--- src/rtl/mdl_sched_pkg.sv ---
`default_nettype none
// =============================================================================
// Package     : mdl_sched_pkg
// Description : Shared types and constants for the command scheduler. The op
//               codes match the existing engine mode encoding, so commands can
//               be forwarded without translation.
// Contents    : op_t, OP_KECCAK, OP_BUT, state_t (IDLE/WAIT), entryWidth(),
//               isLegalOp()
// Revision    : 1.0 - initial release
// =============================================================================
package mdl_sched_pkg;

  typedef logic [1:0] op_t;

  localparam op_t OP_KECCAK = 2'd1;
  localparam op_t OP_BUT    = 2'd2;

  typedef enum logic [0:0] {
    IDLE = 1'b0,
    WAIT = 1'b1
  } state_t;

  // A queue entry is {op, rep}.
  function automatic int entryWidth(input int cntW);
    return 2 + cntW;
  endfunction

  // Only the two engine codes are legal; 0 and 3 are rejected at pop time.
  function automatic logic isLegalOp(input op_t op);
    return (op == OP_KECCAK) || (op == OP_BUT);
  endfunction

endpackage
`default_nettype wire

--- src/rtl/mdl_cmd_sched_if.sv ---
`default_nettype none
// =============================================================================
// Interface   : mdl_cmd_sched_if
// Description : Host command push port, engine start/done handshake and the
//               status/error lines of the command scheduler.
// Modports    : slave  - the scheduler (consumes commands, drives starts)
//               master - host plus engines (drives commands and done pulses)
// Signals     : iCMD_VALID/oCMD_READY/iCMD_OP/iCMD_REP  command push
//               oFSM_*_START / iFSM_*_DONE               engine handshake
//               oCMD_DONE, oBUSY, oERR, iERR_CLR         status
// Revision    : 1.0 - initial release
// =============================================================================
interface mdl_cmd_sched_if #(
  parameter int CNT_W = 8
);
  import mdl_sched_pkg::*;

  logic             iCMD_VALID;
  logic             oCMD_READY;
  op_t              iCMD_OP;
  logic [CNT_W-1:0] iCMD_REP;
  logic             iFSM_BUT_DONE;
  logic             iFSM_KECCAK_DONE;
  logic             oFSM_BUT_START;
  logic             oFSM_KECCAK_START;
  logic             oCMD_DONE;
  logic             oBUSY;
  logic             oERR;
  logic             iERR_CLR;

  modport slave (
    input  iCMD_VALID, iCMD_OP, iCMD_REP,
    input  iFSM_BUT_DONE, iFSM_KECCAK_DONE, iERR_CLR,
    output oCMD_READY, oFSM_BUT_START, oFSM_KECCAK_START,
    output oCMD_DONE, oBUSY, oERR
  );

  modport master (
    output iCMD_VALID, iCMD_OP, iCMD_REP,
    output iFSM_BUT_DONE, iFSM_KECCAK_DONE, iERR_CLR,
    input  oCMD_READY, oFSM_BUT_START, oFSM_KECCAK_START,
    input  oCMD_DONE, oBUSY, oERR
  );

endinterface
`default_nettype wire

--- src/rtl/mdl_cmd_fifo.sv ---
`default_nettype none
// =============================================================================
// Module      : mdl_cmd_fifo
// Description : Synchronous FIFO with wrap-around pointers and an occupancy
//               counter. Read data is the head entry, available without a
//               read strobe (show-ahead).
// Ports       : iSYS_CLK  clock
//               iSYS_RST  asynchronous active-high reset (empties the FIFO)
//               iPUSH     write request, ignored while full
//               iPOP      read request, ignored while empty
//               iDATA     write data
//               oDATA     head entry
//               oFULL, oEMPTY, oCOUNT  occupancy status
// Revision    : 1.0 - initial release
// =============================================================================
module mdl_cmd_fifo #(
  parameter  int DEPTH   = 4,
  parameter  int WIDTH   = 10,
  localparam int c_PTR_W = $clog2(DEPTH),
  localparam int c_CNT_W = c_PTR_W + 1
) (
  input  wire logic               iSYS_CLK,
  input  wire logic               iSYS_RST,
  input  wire logic               iPUSH,
  input  wire logic               iPOP,
  input  wire logic [WIDTH-1:0]   iDATA,
  output logic      [WIDTH-1:0]   oDATA,
  output logic                    oFULL,
  output logic                    oEMPTY,
  output logic      [c_CNT_W-1:0] oCOUNT
);

  localparam logic [c_CNT_W-1:0] c_FULL_CNT = c_CNT_W'(DEPTH);

  logic [WIDTH-1:0]   r_mem [DEPTH];
  logic [c_PTR_W-1:0] r_wrPtr;
  logic [c_PTR_W-1:0] r_rdPtr;
  logic [c_CNT_W-1:0] r_count;
  logic               w_doPush;
  logic               w_doPop;

  assign oFULL    = (r_count == c_FULL_CNT);
  assign oEMPTY   = (r_count == '0);
  assign oCOUNT   = r_count;
  assign oDATA    = r_mem[r_rdPtr];

  assign w_doPush = iPUSH && !oFULL;
  assign w_doPop  = iPOP && !oEMPTY;

  // DEPTH is a power of two, so the pointers wrap by natural overflow.
  always_ff @(posedge iSYS_CLK or posedge iSYS_RST) begin
    if (iSYS_RST) begin
      r_wrPtr <= '0;
      r_rdPtr <= '0;
      r_count <= '0;
    end else begin
      if (w_doPush) r_wrPtr <= r_wrPtr + 1'b1;
      if (w_doPop)  r_rdPtr <= r_rdPtr + 1'b1;
      case ({w_doPush, w_doPop})
        2'b10:   r_count <= r_count + 1'b1;
        2'b01:   r_count <= r_count - 1'b1;
        default: r_count <= r_count;
      endcase
    end
  end

  // Storage needs no reset: an entry is only read after it has been written.
  always_ff @(posedge iSYS_CLK) begin
    if (w_doPush) r_mem[r_wrPtr] <= iDATA;
  end

endmodule
`default_nettype wire

--- src/rtl/mdl_cmd_sched.sv ---
`default_nettype none
// =============================================================================
// Module      : mdl_cmd_sched
// Description : Command scheduler sharing the butterfly (BUT) unit and the
//               Keccak core between software jobs. Commands {op, rep} are
//               queued; each one starts its engine rep+1 times, waiting for
//               the engine done pulse between runs, then pulses oCMD_DONE.
// Ports       : iSYS_CLK  system clock
//               iSYS_RST  asynchronous active-high reset
//               bus       mdl_cmd_sched_if.slave: command push, engine
//                         start/done handshake, busy/done/error status
// Revision    : 1.0 - initial release
// =============================================================================
module mdl_cmd_sched
  import mdl_sched_pkg::*;
#(
  parameter int DEPTH = 4,
  parameter int CNT_W = 8
) (
  input wire logic         iSYS_CLK,
  input wire logic         iSYS_RST,
  mdl_cmd_sched_if.slave   bus
);

  localparam int                 c_ENTRY_W   = entryWidth(CNT_W);
  localparam int                 c_CNT_W     = $clog2(DEPTH) + 1;
  localparam logic [c_CNT_W-1:0] c_DEPTH_CNT = c_CNT_W'(DEPTH);

  // ---------------------------------------------------------------------------
  // Command queue
  // ---------------------------------------------------------------------------
  logic [c_ENTRY_W-1:0] w_pushData;
  logic [c_ENTRY_W-1:0] w_head;
  logic                 w_push;
  logic                 w_pop;
  logic                 w_full;
  logic                 w_empty;
  logic [c_CNT_W-1:0]   w_count;
  op_t                  w_headOp;
  logic [CNT_W-1:0]     w_headRep;

  assign w_pushData = {bus.iCMD_OP, bus.iCMD_REP};
  assign w_push     = bus.iCMD_VALID && !w_full;
  assign {w_headOp, w_headRep} = w_head;

  mdl_cmd_fifo #(
    .DEPTH (DEPTH),
    .WIDTH (c_ENTRY_W)
  ) u_fifo (
    .iSYS_CLK (iSYS_CLK),
    .iSYS_RST (iSYS_RST),
    .iPUSH    (w_push),
    .iPOP     (w_pop),
    .iDATA    (w_pushData),
    .oDATA    (w_head),
    .oFULL    (w_full),
    .oEMPTY   (w_empty),
    .oCOUNT   (w_count)
  );

  // ---------------------------------------------------------------------------
  // Scheduler FSM
  // ---------------------------------------------------------------------------
  state_t           r_state;
  state_t           w_nextState;
  op_t              r_curOp;
  op_t              w_nextOp;
  logic [CNT_W-1:0] r_rem;
  logic [CNT_W-1:0] w_nextRem;
  logic             r_butStart;
  logic             r_keccakStart;
  logic             r_cmdDone;
  logic             r_err;
  logic             w_nextButStart;
  logic             w_nextKeccakStart;
  logic             w_nextCmdDone;
  logic             w_nextErr;
  logic             w_errSet;
  logic             w_doneHit;

  // A done pulse counts only from the engine currently selected, and never in
  // the same cycle its start is still high: an engine cannot finish in zero
  // cycles, so such a pulse belongs to an earlier, unrelated job.
  always_comb begin
    w_doneHit = 1'b0;
    if (r_curOp == OP_BUT)
      w_doneHit = bus.iFSM_BUT_DONE && !r_butStart;
    else if (r_curOp == OP_KECCAK)
      w_doneHit = bus.iFSM_KECCAK_DONE && !r_keccakStart;
  end

  always_comb begin
    w_nextState       = r_state;
    w_nextOp          = r_curOp;
    w_nextRem         = r_rem;
    w_nextButStart    = 1'b0;
    w_nextKeccakStart = 1'b0;
    w_nextCmdDone     = 1'b0;
    w_pop             = 1'b0;
    w_errSet          = 1'b0;

    case (r_state)
      IDLE: begin
        if (!w_empty) begin
          w_pop = 1'b1;
          if (isLegalOp(w_headOp)) begin
            w_nextState       = WAIT;
            w_nextOp          = w_headOp;
            w_nextRem         = w_headRep;
            w_nextButStart    = (w_headOp == OP_BUT);
            w_nextKeccakStart = (w_headOp == OP_KECCAK);
          end else begin
            // Illegal entries are dropped without touching any engine.
            w_errSet = 1'b1;
          end
        end
      end

      WAIT: begin
        if (w_doneHit) begin
          if (r_rem == '0) begin
            w_nextCmdDone = 1'b1;
            w_nextState   = IDLE;
          end else begin
            w_nextRem         = r_rem - 1'b1;
            w_nextButStart    = (r_curOp == OP_BUT);
            w_nextKeccakStart = (r_curOp == OP_KECCAK);
          end
        end
      end

      default: w_nextState = IDLE;
    endcase

    // A new illegal pop wins over a simultaneous clear request.
    if (w_errSet)
      w_nextErr = 1'b1;
    else if (bus.iERR_CLR)
      w_nextErr = 1'b0;
    else
      w_nextErr = r_err;
  end

  always_ff @(posedge iSYS_CLK or posedge iSYS_RST) begin
    if (iSYS_RST) begin
      r_state       <= IDLE;
      r_curOp       <= '0;
      r_rem         <= '0;
      r_butStart    <= 1'b0;
      r_keccakStart <= 1'b0;
      r_cmdDone     <= 1'b0;
      r_err         <= 1'b0;
    end else begin
      r_state       <= w_nextState;
      r_curOp       <= w_nextOp;
      r_rem         <= w_nextRem;
      r_butStart    <= w_nextButStart;
      r_keccakStart <= w_nextKeccakStart;
      r_cmdDone     <= w_nextCmdDone;
      r_err         <= w_nextErr;
    end
  end

  // ---------------------------------------------------------------------------
  // Outputs
  // ---------------------------------------------------------------------------
  assign bus.oCMD_READY        = (w_count != c_DEPTH_CNT);
  assign bus.oBUSY             = (r_state != IDLE) || !w_empty;
  assign bus.oFSM_BUT_START    = r_butStart;
  assign bus.oFSM_KECCAK_START = r_keccakStart;
  assign bus.oCMD_DONE         = r_cmdDone;
  assign bus.oERR              = r_err;

endmodule
`default_nettype wire

--- src/flat_wrapper.sv ---
// flat-port wrapper written by rule: the top's interface ports become plain ports
module mdl_cmd_sched_flat import mdl_sched_pkg::*;
#(
  parameter int DEPTH = 4,
  parameter int CNT_W = 8
)
  (iSYS_CLK, iSYS_RST, bus_iCMD_VALID, bus_iCMD_OP, bus_iCMD_REP, bus_iFSM_BUT_DONE, bus_iFSM_KECCAK_DONE, bus_iERR_CLR, bus_oCMD_READY, bus_oFSM_BUT_START, bus_oFSM_KECCAK_START, bus_oCMD_DONE, bus_oBUSY, bus_oERR);
  mdl_cmd_sched_if #(.CNT_W(CNT_W)) bus_i ();
  input wire logic iSYS_CLK;
  input wire logic iSYS_RST;
  input wire logic [$bits(bus_i.iCMD_VALID)-1:0] bus_iCMD_VALID;
  input wire logic [$bits(bus_i.iCMD_OP)-1:0] bus_iCMD_OP;
  input wire logic [$bits(bus_i.iCMD_REP)-1:0] bus_iCMD_REP;
  input wire logic [$bits(bus_i.iFSM_BUT_DONE)-1:0] bus_iFSM_BUT_DONE;
  input wire logic [$bits(bus_i.iFSM_KECCAK_DONE)-1:0] bus_iFSM_KECCAK_DONE;
  input wire logic [$bits(bus_i.iERR_CLR)-1:0] bus_iERR_CLR;
  output wire logic [$bits(bus_i.oCMD_READY)-1:0] bus_oCMD_READY;
  output wire logic [$bits(bus_i.oFSM_BUT_START)-1:0] bus_oFSM_BUT_START;
  output wire logic [$bits(bus_i.oFSM_KECCAK_START)-1:0] bus_oFSM_KECCAK_START;
  output wire logic [$bits(bus_i.oCMD_DONE)-1:0] bus_oCMD_DONE;
  output wire logic [$bits(bus_i.oBUSY)-1:0] bus_oBUSY;
  output wire logic [$bits(bus_i.oERR)-1:0] bus_oERR;
  assign bus_i.iCMD_VALID = bus_iCMD_VALID;
  assign bus_i.iCMD_OP = bus_iCMD_OP;
  assign bus_i.iCMD_REP = bus_iCMD_REP;
  assign bus_i.iFSM_BUT_DONE = bus_iFSM_BUT_DONE;
  assign bus_i.iFSM_KECCAK_DONE = bus_iFSM_KECCAK_DONE;
  assign bus_i.iERR_CLR = bus_iERR_CLR;
  assign bus_oCMD_READY = bus_i.oCMD_READY;
  assign bus_oFSM_BUT_START = bus_i.oFSM_BUT_START;
  assign bus_oFSM_KECCAK_START = bus_i.oFSM_KECCAK_START;
  assign bus_oCMD_DONE = bus_i.oCMD_DONE;
  assign bus_oBUSY = bus_i.oBUSY;
  assign bus_oERR = bus_i.oERR;
  mdl_cmd_sched #(.DEPTH(DEPTH), .CNT_W(CNT_W)) u_core (.iSYS_CLK(iSYS_CLK), .iSYS_RST(iSYS_RST), .bus(bus_i));
endmodule
--- config.mk ---
export PLATFORM = sky130hd
export DESIGN_NAME = mdl_cmd_sched_flat
export DESIGN_NICKNAME = d
export VERILOG_FILES = /design/src/rtl/mdl_sched_pkg.sv /design/src/rtl/mdl_cmd_sched_if.sv /design/src/rtl/mdl_cmd_fifo.sv /design/src/rtl/mdl_cmd_sched.sv /design/src/flat_wrapper.sv
export SDC_FILE = /design/constraint.sdc
export NUM_CORES = 1
export LEC_CHECK = 0
export CORE_ASPECT_RATIO = 1.5
export CORE_UTILIZATION = 50
export DETAILED_ROUTE_END_ITERATION = 12
export PLACE_DENSITY = 0.7
export SLEW_MARGIN = 20
export SYNTH_ARGS = -nofsm -noshare
export SYNTH_HDL_FRONTEND = slang
export SYNTH_SLANG_ARGS = --single-unit
--- constraint.sdc ---
create_clock -name iSYS_CLK -period 3.73 [get_ports iSYS_CLK]
set_input_delay 1.119 -clock iSYS_CLK [delete_from_list [all_inputs] [get_ports iSYS_CLK]]
set_output_delay 1.119 -clock iSYS_CLK [all_outputs]
set_load 0.03 [all_outputs]
# After elaboration in Yosys (flattened, before gate mapping)

Memory sizes are Yosys's and may differ from the RTL's.
Cells that the tools add are included.

Add/sub/neg operators: 5
Multipliers: 0
Divide/modulo/power cells: 0
Magnitude comparators: 0
Equality and inequality tests: 12
Shift-type cells: 0
Mux-type cells: 35
Bitwise operators: 2
Reduce and logical (&&, ||, !) cells: 17

Operators by type and width:

| operator                                                           | count |
|---|---|
| 8-bit 2-to-1 mux                                                   | 4 |
| 1-bit 2-to-1 mux                                                   | 26 |
| 8-bit one-hot mux with 2 select lines                              | 1 |
| 8-bit zero test                                                    | 1 |
| 8-bit by 1-bit subtractor with 8-bit output, second input constant | 1 |
| 2-bit by 1-bit == test with 1-bit output, second input constant    | 3 |
| 2-bit == test, second input constant                               | 3 |
| 2-bit != test, second input constant                               | 3 |
| 1-bit one-hot mux with 2 select lines                              | 3 |
| 3-bit one-hot mux with 2 select lines                              | 1 |
| 1-bit logical AND                                                  | 5 |
| 2-bit by 1-bit adder with 2-bit output, second input constant      | 2 |
| 1-bit zero test                                                    | 4 |
| 4-bit AND reduction                                                | 1 |
| 2-bit nonzero test                                                 | 2 |
| 3-bit by 1-bit adder with 3-bit output, second input constant      | 1 |
| 3-bit == test, second input constant                               | 1 |
| 3-bit zero test                                                    | 1 |
| 3-bit != test, second input constant                               | 1 |
| 3-bit AND reduction                                                | 1 |
| 3-bit by 1-bit subtractor with 3-bit output, second input constant | 1 |
| 1-bit logical OR                                                   | 2 |
| 2-bit by 1-bit != test with 1-bit output, second input constant    | 1 |
| 1-bit NOT                                                          | 2 |

Register bits after elaboration: 22
Latch bits: 0
Bits in writable memories: 40
Memory bits (read-only): 0
Output and inout port bits: 6
Word-level logic and storage cells: 82
Memories kept: 1

Memory list:

| memory              | words | width | read ports | clocked after memory_dff | wr ports | line               | RTL |
|---|---|---|---|---|---|---|---|
| u_core.u_fifo.r_mem | 4     | 10    | 1          | 0                        | 1        | mdl_cmd_fifo.sv:35 | `logic [WIDTH-1:0] r_mem [DEPTH];` |

# Depth between registers and ports, before layout

Gate-level depths: netlist of the first run.
An unclocked memory read counts as a cell.

Word-level depth: 7
Depth in mapped cells: 9

# Hierarchy

Synthesis of the first run repeated with hierarchy kept, for this count alone.

Cell total of the unflattened synthesis: 195
Area, all modules: 2856.5 um^2

Modules (own cells, without submodules):

| module        | instances | cells each | area each (um^2) |
|---|---|---|---|
| mdl_cmd_fifo  | 1         | 90         | 1889.3 |
| mdl_cmd_sched | 1         | 105        | 967.2 |

# Least setup slack after synthesis of the first run

Ideal clock, no wire load.

Path kind: reg-to-reg
Start point: register u_core.u_fifo.r_rdPtr[0]
End point: register u_core.r_rem[0]
Library setup time: 0.079 ns
Data arrival time: 2.449 ns
Data required time: 3.651 ns
Path slack: 1.201 ns
Stages on the path, launching flop included: 8
Buffers on the path: 2
Clock period less this slack: 2.529 ns
Cells stage by stage: dfrtp_1 -> buf_2 -> mux4_2 -> ha_1 -> or3_1 -> buf_2 -> o21ai_1 -> mux2i_1

Cells in the longest elaborated chain, start to end: 5

Ends and longest elaborated chain:

| what                                                                      | line                 | RTL |
|---|---|---|
| from (decl)                                                               | mdl_cmd_fifo.sv:37   | `logic [c_PTR_W-1:0] r_rdPtr;` |
| from (signal assigned)                                                    | mdl_cmd_fifo.sv:58   | `if (w_doPop) r_rdPtr <= r_rdPtr + 1'b1;` |
| memory 4 x 10 bit *                                                       | n/a                  |  |
| named net u_core.u_fifo.oDATA[9]                                          | mdl_cmd_fifo.sv:27   | `output logic [WIDTH-1:0] oDATA,` |
| 2-bit by 1-bit == test with 1-bit output or 2-bit == test (tied branches) | mdl_sched_pkg.sv:30  | `return (op == OP_KECCAK) \|\| (op == OP_BUT);` |
| 1-bit logical OR *                                                        | mdl_sched_pkg.sv:30  |  |
| 2-bit by 1-bit != test with 1-bit output (no source line) *               | n/a                  |  |
| 4-bit AND reduction (no source line) *                                    | n/a                  |  |
| to (signal assigned)                                                      | mdl_cmd_sched.sv:156 | `r_rem <= w_nextRem;` |
| to (decl)                                                                 | mdl_cmd_sched.sv:68  | `logic [CNT_W-1:0] r_rem;` |

Mark *: on every way through the listed nets, which the timed path passes. The rest lies on a longest branch. The select of a mux whose other input is x is not followed.
A chain may end at the register's enable or synchronous reset.

# Final worst setup path of the first run

Start point: register u_core.r_state
End point: output port bus_oBUSY

Cells in the longest elaborated chain, start to end: 1

Ends and longest elaborated chain:

| what                   | line                 | RTL |
|---|---|---|
| from (decl)            | mdl_cmd_sched.sv:64  | `state_t r_state;` |
| from (signal assigned) | mdl_cmd_sched.sv:154 | `r_state <= w_nextState;` |
| 1-bit logical OR       | mdl_cmd_sched.sv:168 | `assign bus.oBUSY = (r_state != IDLE) \|\| !w_empty;` |
| to (decl)              | flat_wrapper.sv:21   | `output wire logic [$bits(bus_i.oBUSY)-1:0] bus_oBUSY;` |

Every way passes these cells.

==> run_results.csv, run 1 <==
group,metric,value,unit
drt,drc_errors,0,
logic_synthesis,ys_seq_elements,62,
logic_synthesis,synth-seq-area-share,64.2,%
logic_synthesis,syn_area_per_cell,14.7,um2
placed_design,io_buffers,21,
logic_synthesis,syn_nets,211,
critical_path,crit_path_end_kind,"output port",
global_routing,grt_pass1_vias,1754,
critical_path,r2r_slack,1.05,ns
placed_design,hpwl,3510,um
timing,finalCritPeriodShare,81.2,%
clock_network,cts.repair.resized,0,
logic_synthesis,ys.flop_type,"edfxtp_1",
timing,worst_pin_slew,0.896,ns
critical_path,crit_arrival,1.91,ns
final_layout,drive_above_1_share,13.2,%
timing,finalSetupViolCount,0,
timing,finalHoldViolCount,0,
worst_hold_path,hp-class,"reg2reg",
final_layout,layout_common_cells,"40 x edfxtp_1, 22 x dfrtp_1, 21 x clkdlybuf4s50_1",
floorplan,die_x,62.3,um
power,p_sw,446,uW
drt,wire_per_inst,17.7,um
floorplan,die_h,92.5,um
logic_synthesis,async_reset_ff_share,35.5,%
clock_network,cts_root_buf,"clkbuf_8",
critical_path,worstSetupPathType,"reg2out",
power,finalPower,1.79,mW
global_routing,antenna_found_initial,0,
power,ir_drop,0.334,mV
power,p_leak,1.24,nW
floorplan,core-area,0.00520,mm2
logic_synthesis,synth_edf_count,40,
critical_path,start_kind,"flip-flop",
global_routing,grt_max_degree,23,
timing,fin_skew,0.00790,ns
final_layout,nets,241,
job,maxCapViolCount,0,
timing,max_freq,330,MHz
clock_network,htreeDepth,3,
floorplan,rows,32,
power,switching_share,24.9,%
drt,vias,1623,
status,status,"finished clean",
clock_network,clock_latency,0.34,ns
critical_path,r2r_start,"u_core.u_fifo.r_rdPtr[0]",
timing,slew_headroom,40.2,%
power,clockPowerShare,34.4,%
critical_path,rr_endpoint,"u_core.r_rem[0]",
power,comb_power_share,15.1,%
power,pwr-share-seq,50.5,%
placed_design,finalWeightedCongestion,0.937,
clock_network,cts.sinks,62,
drt,firstDrtPassIters,4,
critical_path,cp-endpoint,"bus_oBUSY",
clock_network,post_cts_buffers,0,
timing,drv_slew,0,
drt,antenna_left,0,
final_layout,area_growth_syn_to_layout,18.3,%
drt,routed_wl,5100,um
floorplan,start_util,52.4,%
timing,period_needed,3.03,ns
final_layout,diodes,0,
global_routing,grt-ovfl-total,0,
critical_path,crit_start,"u_core.r_state",
critical_path,required,2.61,ns
clock_network,cts_buffers,9,
logic_synthesis,yosys_warnings,0,
critical_path,reg2regPathDepth,6,
clock_network,tritoncts,"done",
final_layout,final_cell_count_no_fill,288,
global_routing,grt_usage,20.6,%
power,internal_power,1.34,mW
timing,setup_tns,0,ns
logic_synthesis,syn-instance-count,185,
placed_design,place_inst,272,
logic_synthesis,synth_cell_types,40,
power,powerDensity,555,mW/mm2
drt,via_per_inst,5.64,
floorplan,pin_count,22,
clock_network,cts.clk_slew.worst_paths,0.06,ns
logic_synthesis,syn_area,0.00273,mm2
critical_path,worstPathMaxFanout,12,
global_routing,grt_pass1_wl,8480,um
timing,rsz0062_at_grt,"false",
drt,drt_iter0_drc,161,
clock_network,max-clock-path-buffers,2,
final_layout,final_common_cell,"edfxtp_1",
clock_network,cts_hold_buf,0,
floorplan,dieArea,0.00576,mm2
## per-stage QoR
| step | utilization [%] | setup slack [ns] | instance area [um2] | hold slack, ns |
|---|---|---|---|---|
| finish | 62.0 | 0.702 | 3230 | 0.496 |
| global route | 62.0 | 0.636 | 3230 | 0.524 |
| CTS | 62.0 | 0.711 | 3230 | 0.501 |
| detailed placement | 58.0 | 0.838 | 3020 | 0.489 |
| global placement | 58.0 | 0.947 | 3020 | 0.479 |
| floorplan | - | 1.20 | 2730 | 0.460 |
## registers in the layout, indices dropped and copies added (netlist names), 2 cells and up
signal,cells
u_core.u_fifo.r_wrPtr,2
u_core.r_curOp,2
u_core.u_fifo.r_mem,40
u_core.u_fifo.r_rdPtr,2
u_core.u_fifo.oCOUNT,3
u_core.r_rem,8
## power by group through the flow
stage | registers (mW) | logic [mW] | clock network [mW]
4_1_cts | 0.905 | 0.279 | 0.636
6_report | 0.904 | 0.271 | 0.616
3_3_place_gp | 0.908 | 0.255 | 0
3_5_place_dp | 0.917 | 0.276 | 0
5_1_grt | 0.913 | 0.306 | 0.660
2_1_floorplan | 0.903 | 0.181 | 0
## per-layer routing
layer	vias to the layer above	track usage [%]	part of all wire, %
met5	-	0	0
met4	0	11.6	2.6
met3	12	6.16	3.5
met2	40	36.4	55
met1	809	21.5	38
li1	762	-	-
## worst min-delay path by stage
stage | cells past startpoint | slack (ns) | to | start
6_report | 1 | 0.50 | u_core.u_fifo.oCOUNT[0] | u_core.u_fifo.oCOUNT[0]
3_5_place_dp | 1 | 0.49 | u_core.u_fifo.oCOUNT[0] | u_core.u_fifo.oCOUNT[0]
5_1_grt | 1 | 0.52 | u_core.u_fifo.oCOUNT[0] | u_core.u_fifo.oCOUNT[0]
4_1_cts | 1 | 0.50 | u_core.u_fifo.oCOUNT[0] | u_core.u_fifo.oCOUNT[0]
2_1_floorplan | 1 | 0.46 | u_core.u_fifo.oCOUNT[0] | u_core.u_fifo.oCOUNT[0]
3_3_place_gp | 1 | 0.48 | u_core.u_fifo.oCOUNT[0] | u_core.u_fifo.oCOUNT[0]
## Yosys cell counts (3+ instances only)
cell type | n | area (um2)
edfxtp_1 | 40 | 1200
dfrtp_1 | 22 | 551
inv_1 | 14 | 52.6
nand2_1 | 12 | 45.0
nor2_1 | 12 | 45.0
mux4_2 | 10 | 225
ha_1 | 9 | 113
o21ai_0 | 8 | 40.0
mux2i_1 | 5 | 50.1
and3_1 | 4 | 25.0
nor3_1 | 4 | 20.0
a21oi_1 | 3 | 15.0
xnor2_1 | 3 | 26.3
xor2_1 | 3 | 26.3
## kinds of logic after synthesis
logic type / synth area share [%]
buf+inv: 2.57
flops: 64.2
xor+xnor: 1.93
mux: 10.5
fa+ha+maj: 4.86
simple gates: 8.85
compound gates: 7.06
## worst max-delay path, stage by stage (launching register included)
cell	delay, ns
dfrtp_1	0.56
inv_1	0.23
nand2_1	0.11
clkdlybuf4s50_1	0.68
## cell type report
class	instances	area [um2]
multi-input combinational	105	906
sequential	62	1750
timing repair buffer	23	225
tap	68	85.1
clock buffer	11	131
clock inverter	5	73.8
fill	403	1980
inverter	14	52.6
Note: power is estimated with default switching activity, not from simulation.
==> run 2, diff against run 1 <==
- PLACE_DENSITY: 0.7 -> 0.73
- clock period: 3.73 -> 2.5 ns (I/O delays scaled with it)
==> run_results.csv, run 2 (synthesis results as in run 1) <==
group,metric,value,unit
final_layout,diodes,0,
drt,drt_iter0_drc,90,
timing,rsz0062_at_grt,"false",
placed_design,hpwl,3580,um
timing,setup_tns,0,ns
floorplan,pin_count,22,
drt,wire_per_inst,16.6,um
critical_path,crit_path_max_incr_delay,0.41,ns
critical_path,crit_arrival,1.52,ns
placed_design,io_buffers,21,
timing,slew_headroom,66.9,%
floorplan,die_h,92.5,um
global_routing,grt-ovfl-total,0,
floorplan,start_util,52.4,%
critical_path,crit_start,"u_core.u_fifo.oCOUNT[2]",
power,p_sw,689,uW
timing,finalCritPeriodShare,90.8,%
final_layout,final_common_cell,"edfxtp_1",
critical_path,start_kind,"flip-flop",
timing,fin_skew,0.00904,ns
final_layout,nets,253,
final_layout,regMostFlops,"u_core.u_fifo.r_mem",
drt,vias,1684,
clock_network,cts.sinks,62,
placed_design,place_area,0.00311,mm2
timing,worst_pin_slew,0.495,ns
power,internal_power,2.03,mW
clock_network,htreeDepth,3,
global_routing,grt_usage,20.1,%
critical_path,worstSetupPathType,"reg2out",
global_routing,grt_pass1_vias,1796,
clock_network,post_cts_buffers,0,
power,switching_share,25.3,%
clock_network,max-clock-path-buffers,2,
timing,max_freq,440,MHz
timing,drv_slew,0,
placed_design,finalWeightedCongestion,0.949,
drt,antenna_left,0,
power,clockPowerShare,34.4,%
clock_network,clock_latency,0.33,ns
clock_network,cts_buffers,9,
power,pwr-share-seq,49.6,%
job,maxCapViolCount,0,
power,p_leak,1.30,nW
final_layout,area_growth_syn_to_layout,22.0,%
final_layout,largest_reg_flops,40,
worst_hold_path,min_from,"u_core.u_fifo.oCOUNT[0]",
timing,finalSetupViolCount,0,
power,ir_drop,0.551,mV
final_layout,drive_above_1_share,19.0,%
worst_hold_path,hp-class,"reg2reg",
critical_path,r2r_start,"u_core.u_fifo.r_rdPtr[0]",
drt,firstDrtPassIters,4,
clock_network,cts_root_buf,"clkbuf_8",
timing,finalHoldViolCount,0,
floorplan,die_x,62.3,um
placed_design,place_inst,284,
power,powerDensity,818,mW/mm2
drt,routed_wl,4980,um
status,status,"finished clean",
global_routing,grt_pass1_wl,8400,um
timing,period_needed,2.27,ns
clock_network,tritoncts,"done",
floorplan,rows,32,
drt,drc_errors,0,
critical_path,path_cells,"nor3_1, buf_4, nand2_1, dlygate4sd2_1",
timing,hold_slack,0.494,ns
critical_path,critPathSlowestCell,"dfrtp_1",
final_layout,final_cell_count_no_fill,300,
floorplan,core-area,0.00520,mm2
final_layout,fin_area,0.00333,mm2
global_routing,antenna_found_initial,0,
critical_path,worstPathMaxFanout,6,
clock_network,cts.clk_slew.worst_paths,0.07,ns
critical_path,crit_path_end_kind,"output port",
global_routing,grt_max_degree,23,
drt,via_per_inst,5.61,
critical_path,required,1.75,ns
floorplan,dieArea,0.00576,mm2
power,comb_power_share,16.1,%
final_layout,layout_common_cells,"40 x edfxtp_1, 22 x dfrtp_1, 19 x clkdlybuf4s50_1",
run 2: changes by cell type in the layout (fill, tap and decap cells not counted), sizes merged:
cell and delta:
dlygate4sd2 +1, clkinvlp +2, clkbuf -2, buf +12, clkdlybuf4s50 -2, dlymetal6s2s +1
run 2: critical path, delay by kind of cell, from the launching register on:
family | cells | cell delay [ns]
AND/OR/NAND/NOR | 2 | 0.25
flip-flops | 1 | 0.41
buffers and inverters | 2 | 0.51
run 2: per-stage QoR:
stage / power (mW) / utilization [%] / worst slack [ns]
finish: 2.72 / 63.9 / 0.229
global route: 2.85 / 63.9 / 0.0309
detailed placement: 1.82 / 59.8 / -0.00202
CTS: 2.75 / 63.8 / 0.0404
floorplan: 1.62 / - / 0.0563
global placement: 1.77 / 59.8 / 0.134
run 2: routing by layer:
metal,global-route usage [%],routed length (um),up-vias
met3,5.91,195,11
met1,21.7,1900,846
met4,9.50,111,0
met2,36.0,2780,41
li1,-,-,786
met5,0,0,-
run 2: timing repair:
item / CTS / global route
endpoints found under the setup margin: 1 / 3
hold buffers: 0 / 0
gates resized for setup: 1 / 2
run 2: final timing paths:
path	slack, ns	cells after the start	endpoint
min reg2reg	0.49	1	u_core.u_fifo.oCOUNT[0]
min	0.49	1	u_core.u_fifo.oCOUNT[0]
max in group asynchronous	1.52	3	u_core.u_fifo.r_wrPtr[1]
max	0.23	4	bus_oBUSY
max reg2reg	0.24	5	u_core.r_rem[1]
min in group asynchronous	0.75	3	u_core.bus.oERR
run 2: final cells by class:
type	count	area, um2
clock buffer	9	124
clock inverter	7	88.8
fill	393	1880
inverter	14	52.6
multi-input combinational	105	910
sequential	62	1750
tap	68	85.1
timing repair buffer	35	317
run 2: power groups by stage:
stage / clock network [mW] / logic, mW / registers (mW)
6_report: 0.935 / 0.438 / 1.35
4_1_cts: 0.951 / 0.449 / 1.35
3_5_place_dp: 0 / 0.446 / 1.37
3_3_place_gp: 0 / 0.414 / 1.35
5_1_grt: 0.992 / 0.491 / 1.36
2_1_floorplan: 0 / 0.269 / 1.35
